File: src/rtl/vga_timing_gen.sv
// VGA timing generator: owns the column/row counters, decodes sync/DE/frame-start
// and delays that decode so it leaves on the same clock as the pattern video.
module vga_timing_gen #(
  parameter int unsigned COLOR_BITS    = 3,
  parameter int unsigned ACTIVE_COLS   = 640,
  parameter int unsigned FP_H          = 18,
  parameter int unsigned SYNC_H        = 92,
  parameter int unsigned BP_H          = 50,
  parameter int unsigned ACTIVE_ROWS   = 480,
  parameter int unsigned FP_V          = 10,
  parameter int unsigned SYNC_V        = 2,
  parameter int unsigned BP_V          = 33,
  parameter int unsigned HSYNC_POL     = 0,
  parameter int unsigned VSYNC_POL     = 0,
  parameter int unsigned VIDEO_LATENCY = 1,
  parameter int unsigned BLANK_VIDEO   = 1
) (
  input  logic                  i_Clk,
  input  logic                  i_Rst_L,
  input  logic                  i_Enable,
  output logic [9:0]            o_Col_Count,
  output logic [9:0]            o_Row_Count,
  input  logic [COLOR_BITS-1:0] i_Red_Video,
  input  logic [COLOR_BITS-1:0] i_Grn_Video,
  input  logic [COLOR_BITS-1:0] i_Blu_Video,
  output logic                  o_HSync,
  output logic                  o_VSync,
  output logic                  o_Active,
  output logic                  o_Frame_Start,
  output logic [COLOR_BITS-1:0] o_Red_Video,
  output logic [COLOR_BITS-1:0] o_Grn_Video,
  output logic [COLOR_BITS-1:0] o_Blu_Video
);

  localparam int unsigned TotalCols = ACTIVE_COLS + FP_H + SYNC_H + BP_H;
  localparam int unsigned TotalRows = ACTIVE_ROWS + FP_V + SYNC_V + BP_V;
  // Number of decode registers; the last one drives the pins.
  localparam int unsigned Lat       = VIDEO_LATENCY + 1;

  localparam logic [9:0] ColLast  = 10'(TotalCols - 1);
  localparam logic [9:0] RowLast  = 10'(TotalRows - 1);
  localparam logic [9:0] ActCols  = 10'(ACTIVE_COLS);
  localparam logic [9:0] ActRows  = 10'(ACTIVE_ROWS);
  localparam logic [9:0] HsFirst  = 10'(ACTIVE_COLS + FP_H);
  localparam logic [9:0] HsLast   = 10'(ACTIVE_COLS + FP_H + SYNC_H - 1);
  localparam logic [9:0] VsFirst  = 10'(ACTIVE_ROWS + FP_V);
  localparam logic [9:0] VsLast   = 10'(ACTIVE_ROWS + FP_V + SYNC_V - 1);
  localparam logic       HsOn     = (HSYNC_POL != 0);
  localparam logic       VsOn     = (VSYNC_POL != 0);

  // Timings outside what the 10-bit decode supports are refused at elaboration.
  if (TotalCols > 1024 || TotalRows > 1024) begin : gen_bad_total
    $error("vga_timing_gen: TOTAL_COLS/TOTAL_ROWS must not exceed 1024");
  end
  if (FP_H == 0 || FP_V == 0 || SYNC_H == 0 || SYNC_V == 0 || BP_H == 0 || BP_V == 0)
  begin : gen_bad_porch
    $error("vga_timing_gen: porch and sync widths must be non-zero");
  end
  if (VIDEO_LATENCY > 6) begin : gen_bad_latency
    $error("vga_timing_gen: VIDEO_LATENCY must be in 0..6");
  end

  logic [9:0]            col_q, col_d, row_q, row_d;
  logic [Lat-1:0]        hs_q, hs_d, vs_q, vs_d, act_q, act_d, fs_q, fs_d;
  logic [COLOR_BITS-1:0] red_q, red_d, grn_q, grn_d, blu_q, blu_d;
  logic                  hs_lvl, vs_lvl, act, fs, blank;

  // Counter next-state: column wraps into a row increment, row wraps with it.
  always_comb begin
    col_d = col_q;
    row_d = row_q;
    if (i_Enable) begin
      if (col_q == ColLast) begin
        col_d = '0;
        row_d = (row_q == RowLast) ? '0 : row_q + 10'd1;
      end else begin
        col_d = col_q + 10'd1;
      end
    end
  end

  // Decode of the current count, converted straight to pin levels for the syncs.
  always_comb begin
    hs_lvl = ((col_q >= HsFirst) && (col_q <= HsLast)) ? HsOn : ~HsOn;
    vs_lvl = ((row_q >= VsFirst) && (row_q <= VsLast)) ? VsOn : ~VsOn;
    act    = (col_q < ActCols) && (row_q < ActRows);
    fs     = (col_q == '0) && (row_q == '0) && i_Enable;
  end

  // Decode delay line plus the single video register; stage 0 takes the fresh decode.
  always_comb begin
    hs_d[0]  = hs_lvl;
    vs_d[0]  = vs_lvl;
    act_d[0] = act;
    fs_d[0]  = fs;
    for (int i = 1; i < Lat; i++) begin
      hs_d[i]  = hs_q[i-1];
      vs_d[i]  = vs_q[i-1];
      act_d[i] = act_q[i-1];
      fs_d[i]  = fs_q[i-1];
    end
    // act_d[Lat-1] is the DE that reaches o_Active on the same edge as this video.
    blank = (BLANK_VIDEO != 0) && !act_d[Lat-1];
    red_d = blank ? '0 : i_Red_Video;
    grn_d = blank ? '0 : i_Grn_Video;
    blu_d = blank ? '0 : i_Blu_Video;
  end

  // All state; reset clears every stage to its deasserted level.
  always_ff @(posedge i_Clk or negedge i_Rst_L) begin
    if (!i_Rst_L) begin
      col_q <= '0;
      row_q <= '0;
      hs_q  <= {Lat{~HsOn}};
      vs_q  <= {Lat{~VsOn}};
      act_q <= '0;
      fs_q  <= '0;
      red_q <= '0;
      grn_q <= '0;
      blu_q <= '0;
    end else begin
      col_q <= col_d;
      row_q <= row_d;
      hs_q  <= hs_d;
      vs_q  <= vs_d;
      act_q <= act_d;
      fs_q  <= fs_d;
      red_q <= red_d;
      grn_q <= grn_d;
      blu_q <= blu_d;
    end
  end

  assign o_Col_Count   = col_q;
  assign o_Row_Count   = row_q;
  assign o_HSync       = hs_q[Lat-1];
  assign o_VSync       = vs_q[Lat-1];
  assign o_Active      = act_q[Lat-1];
  assign o_Frame_Start = fs_q[Lat-1];
  assign o_Red_Video   = red_q;
  assign o_Grn_Video   = grn_q;
  assign o_Blu_Video   = blu_q;

endmodule

File: config.mk
export PLATFORM = sky130hd
export DESIGN_NAME = vga_timing_gen
export DESIGN_NICKNAME = d
export VERILOG_FILES = /design/src/rtl/vga_timing_gen.sv
export SDC_FILE = /design/constraint.sdc
export NUM_CORES = 1
export LEC_CHECK = 0
export ABC_AREA = 1
export CAP_MARGIN = 20
export CELL_PAD_IN_SITES_DETAIL_PLACEMENT = 0
export CELL_PAD_IN_SITES_GLOBAL_PLACEMENT = 2
export CORE_MARGIN = 2
export CORE_UTILIZATION = 29
export DETAILED_ROUTE_END_ITERATION = 6
export GPL_TIMING_DRIVEN = 0
export PLACE_DENSITY = 0.85
export SLEW_MARGIN = 0
export SYNTH_ARGS = -nofsm -noshare
export SYNTH_HDL_FRONTEND = slang
export SYNTH_SLANG_ARGS = --single-unit
File: constraint.sdc
create_clock -name i_Clk -period 1.96 [get_ports i_Clk]
set_clock_uncertainty 0.15 [all_clocks]
set_input_delay 0.392 -clock i_Clk [delete_from_list [all_inputs] [get_ports i_Clk]]
set_output_delay 0.392 -clock i_Clk [all_outputs]
set_load 0.02 [all_outputs]
==> results of run 1 <==
## cell usage after synthesis, drive strengths merged
library cell  count  area [µm²]
dfrtp            33         826
clkbuf            1        3.75
xor2              4        35.0
o21ai            10        65.1
inv              35         131
ha                8         100
buf               3        23.8
dfstp             4         105
nor3              7        40.0
nand4            10        77.6
or2               2        12.5
a21oi             3        15.0
o211ai            2        15.0
nor4              1        6.26
a22oi             1        7.51
nor2             30         135
nand2            43         166
nand3            18         100
## metal layers
metal	vias to the layer above	part of all wire	track usage
met5	-	0	0
met4	0	0.020	0.0528
met3	6	0.049	0.0334
met2	38	0.47	0.212
met1	711	0.46	0.156
li1	789	-	-
## layout make-up
class / count / area (µm²)
buffer: 4 / 27.5
clock buffer: 5 / 68.8
clock inverter: 3 / 17.5
fill: 654 / 3780
inverter: 35 / 131
multi-input combinational: 139 / 776
sequential: 37 / 931
tap: 77 / 96.3
timing repair buffer: 44 / 445
## what timing repair did
action,CTS,global route
resized for setup,8,8
endpoints found under the setup margin,8,8
pin swaps,0,0
## registers in the layout, summed over array words and instances (netlist names)
signal / cells
o_Red_Video: 3
act_q: 2
o_Row_Count: 10
vs_q: 2
hs_q: 2
o_Blu_Video: 3
o_Col_Count: 10
o_Grn_Video: 3
fs_q: 2
## final timing paths
path,startpoint,endpoint
max reg2reg,o_Row_Count[0],o_Row_Count[3]
min in group i_Clk,vs_q[0],vs_q[1]
min reg2reg,vs_q[0],vs_q[1]
max,o_Row_Count[5],o_Row_Count[5]
max in group asynchronous,i_Rst_L,o_Row_Count[4]
min,i_Rst_L,o_Col_Count[2]
## power groups by stage
stage               Combinational, W  Sequential, W  Clock (W)
floorplan                   0.000286        0.00111          0
global placement            0.000695        0.00101          0
detailed placement          0.000699        0.00101          0
CTS                         0.000678       0.000997   0.000557
global route                0.000751        0.00102   0.000588
finish                      0.000664       0.000993   0.000524
## logic make-up after synthesis
logic type,after synthesis,synth area share
AO/OA/AOI/OAI,16,0.0550
XOR/XNOR,4,0.0188
adder cells (fa/ha/maj),8,0.0537
buffers and inverters,39,0.0852
flip-flops,37,0.499
AND/OR/NAND/NOR,111,0.288
## through the flow
stage / setup TNS (ns) / hold WS (ns)
finish: 0 / 0.0388
global route: 0 / 0.100
CTS: 0 / 0.0720
detailed placement: -0.121 / 0.197
global placement: -19.52 / 0.184
floorplan: 0 / -0.0536
==> results.yml, run 1 <==
yosys:
  synth_cells: 215
  post_synth.cell_area_avg_um2: 8.68
  synth.ff_latch_count: 37
  synth_area_um2: 1870
  syn-num-nets: 235
  yosys_warnings: 0
  ys_types: 28
  yosysSeqAreaShare: 0.499
place:
  dp.cells: 336
  dp_worst_setup_slack_ns: -0.0903
  io_buffers: 44
  dp_hpwl_um: 3010
  gp_congestion: 0.759
  post_dp_cell_area_um2: 2400
timing:
  post-route-min-period_ns: 1.89
  post-route-period-util: 0.964
  relSlewSlack: 0.450
  rsz0062_at_grt: "no"
  drv_slew: 0
  finalWorstSetupSlack_ns: 0.0697
  clock.fmax_mhz: 529
  hold_violations: 0
  finalSetupViolCount: 0
  worstMarginPinSlew_ns: 0.825
global_routing:
  grt_first_pass_wirelength_um: 7100
  antenna_found_initial: 0
  grt_pass1_vias: 1500
  grt_usage: 0.127
  grt_max_degree: 38
  grt_overflow_total: 0
clocking:
  cts_setup_buffers: 0
  clockRootBuffer: "clkbuf_8"
  cts_tree: "yes"
  clk_pin_slew_worst_paths_ns: 0.08
  clk_path_buf_depth: 2
  numCtsBuffers: 5
  cts_hold_buffers: 0
  clock_latency_ns: 0.29
  htreeDepth: 2
  clkSinkCount: 37
routing:
  drtIter0Drc: 37
  vias: 1544
  routed_wl_um: 4090
  dr.pass1.iters: 4
  ant_nets: 0
  wl_per_cell_um: 11.9
  drcViolationCount: 0
  vias_per_cell: 4.49
worst_setup_path:
  max_stage_delay_ns: 0.63
  ff2ff_path_depth: 7
  cp_top_family: "buffers and inverters"
  crit_chain: "clkdlybuf4s50_1"
  cp_slowest_cell: "clkdlybuf4s50_1"
  cp.depth: 1
  arrival_ns: 1.35
  cp-end-kind: "output port"
  required_ns: 1.42
  critical_path_class: "reg2out"
  crit_buf_inv: 1
  rrSetupSlack_ns: 0.25
  crit_path_start_kind: "flip-flop"
  crit_fanout: 6
pwr:
  peakVddDrop_uv: 322
  seq_power_share: 0.455
  power.share.clock: 0.240
  sw_frac_of_total: 0.369
  p_switching_w: 0.000806
  leakagePower_nw: 1.23
  intPower_w: 0.00138
  combPwrFrac: 0.304
  power_density_nw_per_um2: 875
  power.total_w: 0.00218
final_layout:
  most-common-layout-cells: "nand2_1, inv_1, dfrtp_1"
  instances_no_fill: 344
  layout_commonest_cell: "nand2_1"
  drive_gt1_frac: 0.127
  design_area_um2: 2490
  diodes: 0
  fin_util: 0.397
  area_growth_pct: 33.7
  fin_nets: 286
outcome:
  status: "finished, final reports clean"
floorplanning:
  coreArea_um2: 6280
  die_height_um: 84.2
  die_w_um: 84.2
  dieArea_um2: 7090
  start_util: 0.297
  io_pins: 45
  num_rows: 29
hold_path:
  hold_class: "in2async"
flow_run:
  maxCapViolations: 0
No activity file was read; power rests on OpenSTA's default activity.
==> run 2, diff against run 1 <==
- PLACE_DENSITY: 0.85 -> not set
- PLACE_DENSITY_LB_ADDON: not set -> 0.15
==> results.yml, run 2 (synthesized netlist as in run 1, its figures left out) <==
clocking:
  cts_tree: "yes"
  clk_pin_slew_worst_paths_ns: 0.08
  clock_latency_ns: 0.29
  clk_path_buf_depth: 2
  clkSinkCount: 37
  numCtsBuffers: 5
  clockRootBuffer: "clkbuf_8"
  htreeDepth: 2
routing:
  dr.pass1.iters: 4
  ant_nets: 0
  drcViolationCount: 0
  drtIter0Drc: 33
  routed_wl_um: 4450
  vias: 1532
  vias_per_cell: 4.44
  wl_per_cell_um: 12.9
floorplanning:
  io_pins: 45
  die_w_um: 84.2
  coreArea_um2: 6280
  die_height_um: 84.2
  start_util: 0.297
  num_rows: 29
  dieArea_um2: 7090
pwr:
  leakagePower_nw: 1.27
  power_density_nw_per_um2: 878
  peakVddDrop_uv: 416
timing:
  clock.fmax_mhz: 526
  post-route-min-period_ns: 1.90
  worstMarginPinSlew_ns: 0.834
  hold_violations: 0
  setup_tns_ns: 0
  post-route-period-util: 0.970
  rsz0062_at_grt: "no"
  drv_slew: 0
  relSlewSlack: 0.444
  finalSetupViolCount: 0
flow_run:
  maxCapViolations: 0
global_routing:
  grt_first_pass_wirelength_um: 7720
  antenna_found_initial: 0
  grt_pass1_vias: 1516
  grt_max_degree: 38
  grt_usage: 0.138
  grt_overflow_total: 0
place:
  dp.cells: 336
  gp_congestion: 0.728
  dp_hpwl_um: 3180
  io_buffers: 44
worst_setup_path:
  crit_chain: "clkdlybuf4s50_1"
  cp_top_family: "buffers and inverters"
  crit_path_start_kind: "flip-flop"
  arrival_ns: 1.36
  cp-end-kind: "output port"
  required_ns: 1.42
  cp_slowest_cell: "clkdlybuf4s50_1"
  crit_buf_inv: 1
  crit_fanout: 6
  max_stage_delay_ns: 0.63
  critical_path_class: "reg2out"
final_layout:
  drive_gt1_frac: 0.134
  diodes: 0
  fin_nets: 287
  layout_commonest_cell: "nand2_1"
  most-common-layout-cells: "nand2_1, inv_1, dfrtp_1"
  instances_no_fill: 345
  area_growth_pct: 34.6
hold_path:
  hold_class: "in2async"
outcome:
  status: "finished, final reports clean"
run 2: per-layer routing:
metal	global-route usage	vias up	wire (µm)
met5	0	-	0
met3	0.0383	4	217
met4	0.0396	0	39
met2	0.201	41	1890
met1	0.201	706	2300
li1	-	781	-
run 2: final timing paths:
check	startpoint	to	slack, ns	cells past startpoint
min in group i_Clk	fs_q[0]	fs_q[1]	0.21	0
min reg2reg	fs_q[0]	fs_q[1]	0.21	0
max reg2reg	o_Row_Count[1]	o_Row_Count[8]	0.26	6
max	o_Row_Count[9]	o_Row_Count[9]	0.06	1
min	i_Rst_L	o_Col_Count[3]	0.05	1
max in group asynchronous	i_Rst_L	o_Col_Count[0]	1.04	1
run 2: timing repair:
action,CTS,global route
hold buffers,0,0
endpoints found under the hold margin,0,0
pin swaps,0,1
setup buffers,0,1
endpoints found under the setup margin,6,17
resized for setup,6,12
run 2: final cells by class:
type	count	area, µm²
plain buffers	4	27.5
clock buffers	6	72.6
clock inverters	2	10.0
fillers	658	3770
inverters	35	131
multi-input cells	139	776
flip-flops and latches	37	933
well taps	77	96.3
repair buffers	45	464
run 2: report_power, final:
group | switching, W | internal [W] | total (W) | leakage, nW
Clock | 0.000288 | 0.000247 | 0.000535 | 0.0450
Combinational | 0.000401 | 0.000277 | 0.000678 | 0.788
Sequential | 0.000128 | 0.000864 | 0.000992 | 0.438
Total | 0.000817 | 0.00139 | 0.00220 | 1.27
run 2: worst reg2reg max path, stage by stage (launching register included):
cell	delay, ns
dfrtp_1	0.49
ha_1	0.21
inv_1	0.06
nor2_1	0.27
nand4_1	0.16
nor3_1	0.19
nor2_1	0.06
run 2: through the flow:
step	cell area, µm²	worst slack [ns]	utilization	power, W	hold WS, ns
floorplan	1870	0.321	-	0.00139	-0.0536
global placement	2400	-0.639	0.383	0.00172	0.186
detailed placement	2400	-0.0594	0.382	0.00171	0.192
CTS	2470	0.00322	0.394	0.00226	0.0854
global route	2510	0.00266	0.400	0.00237	0.112
finish	2510	0.0581	0.400	0.00220	0.0471
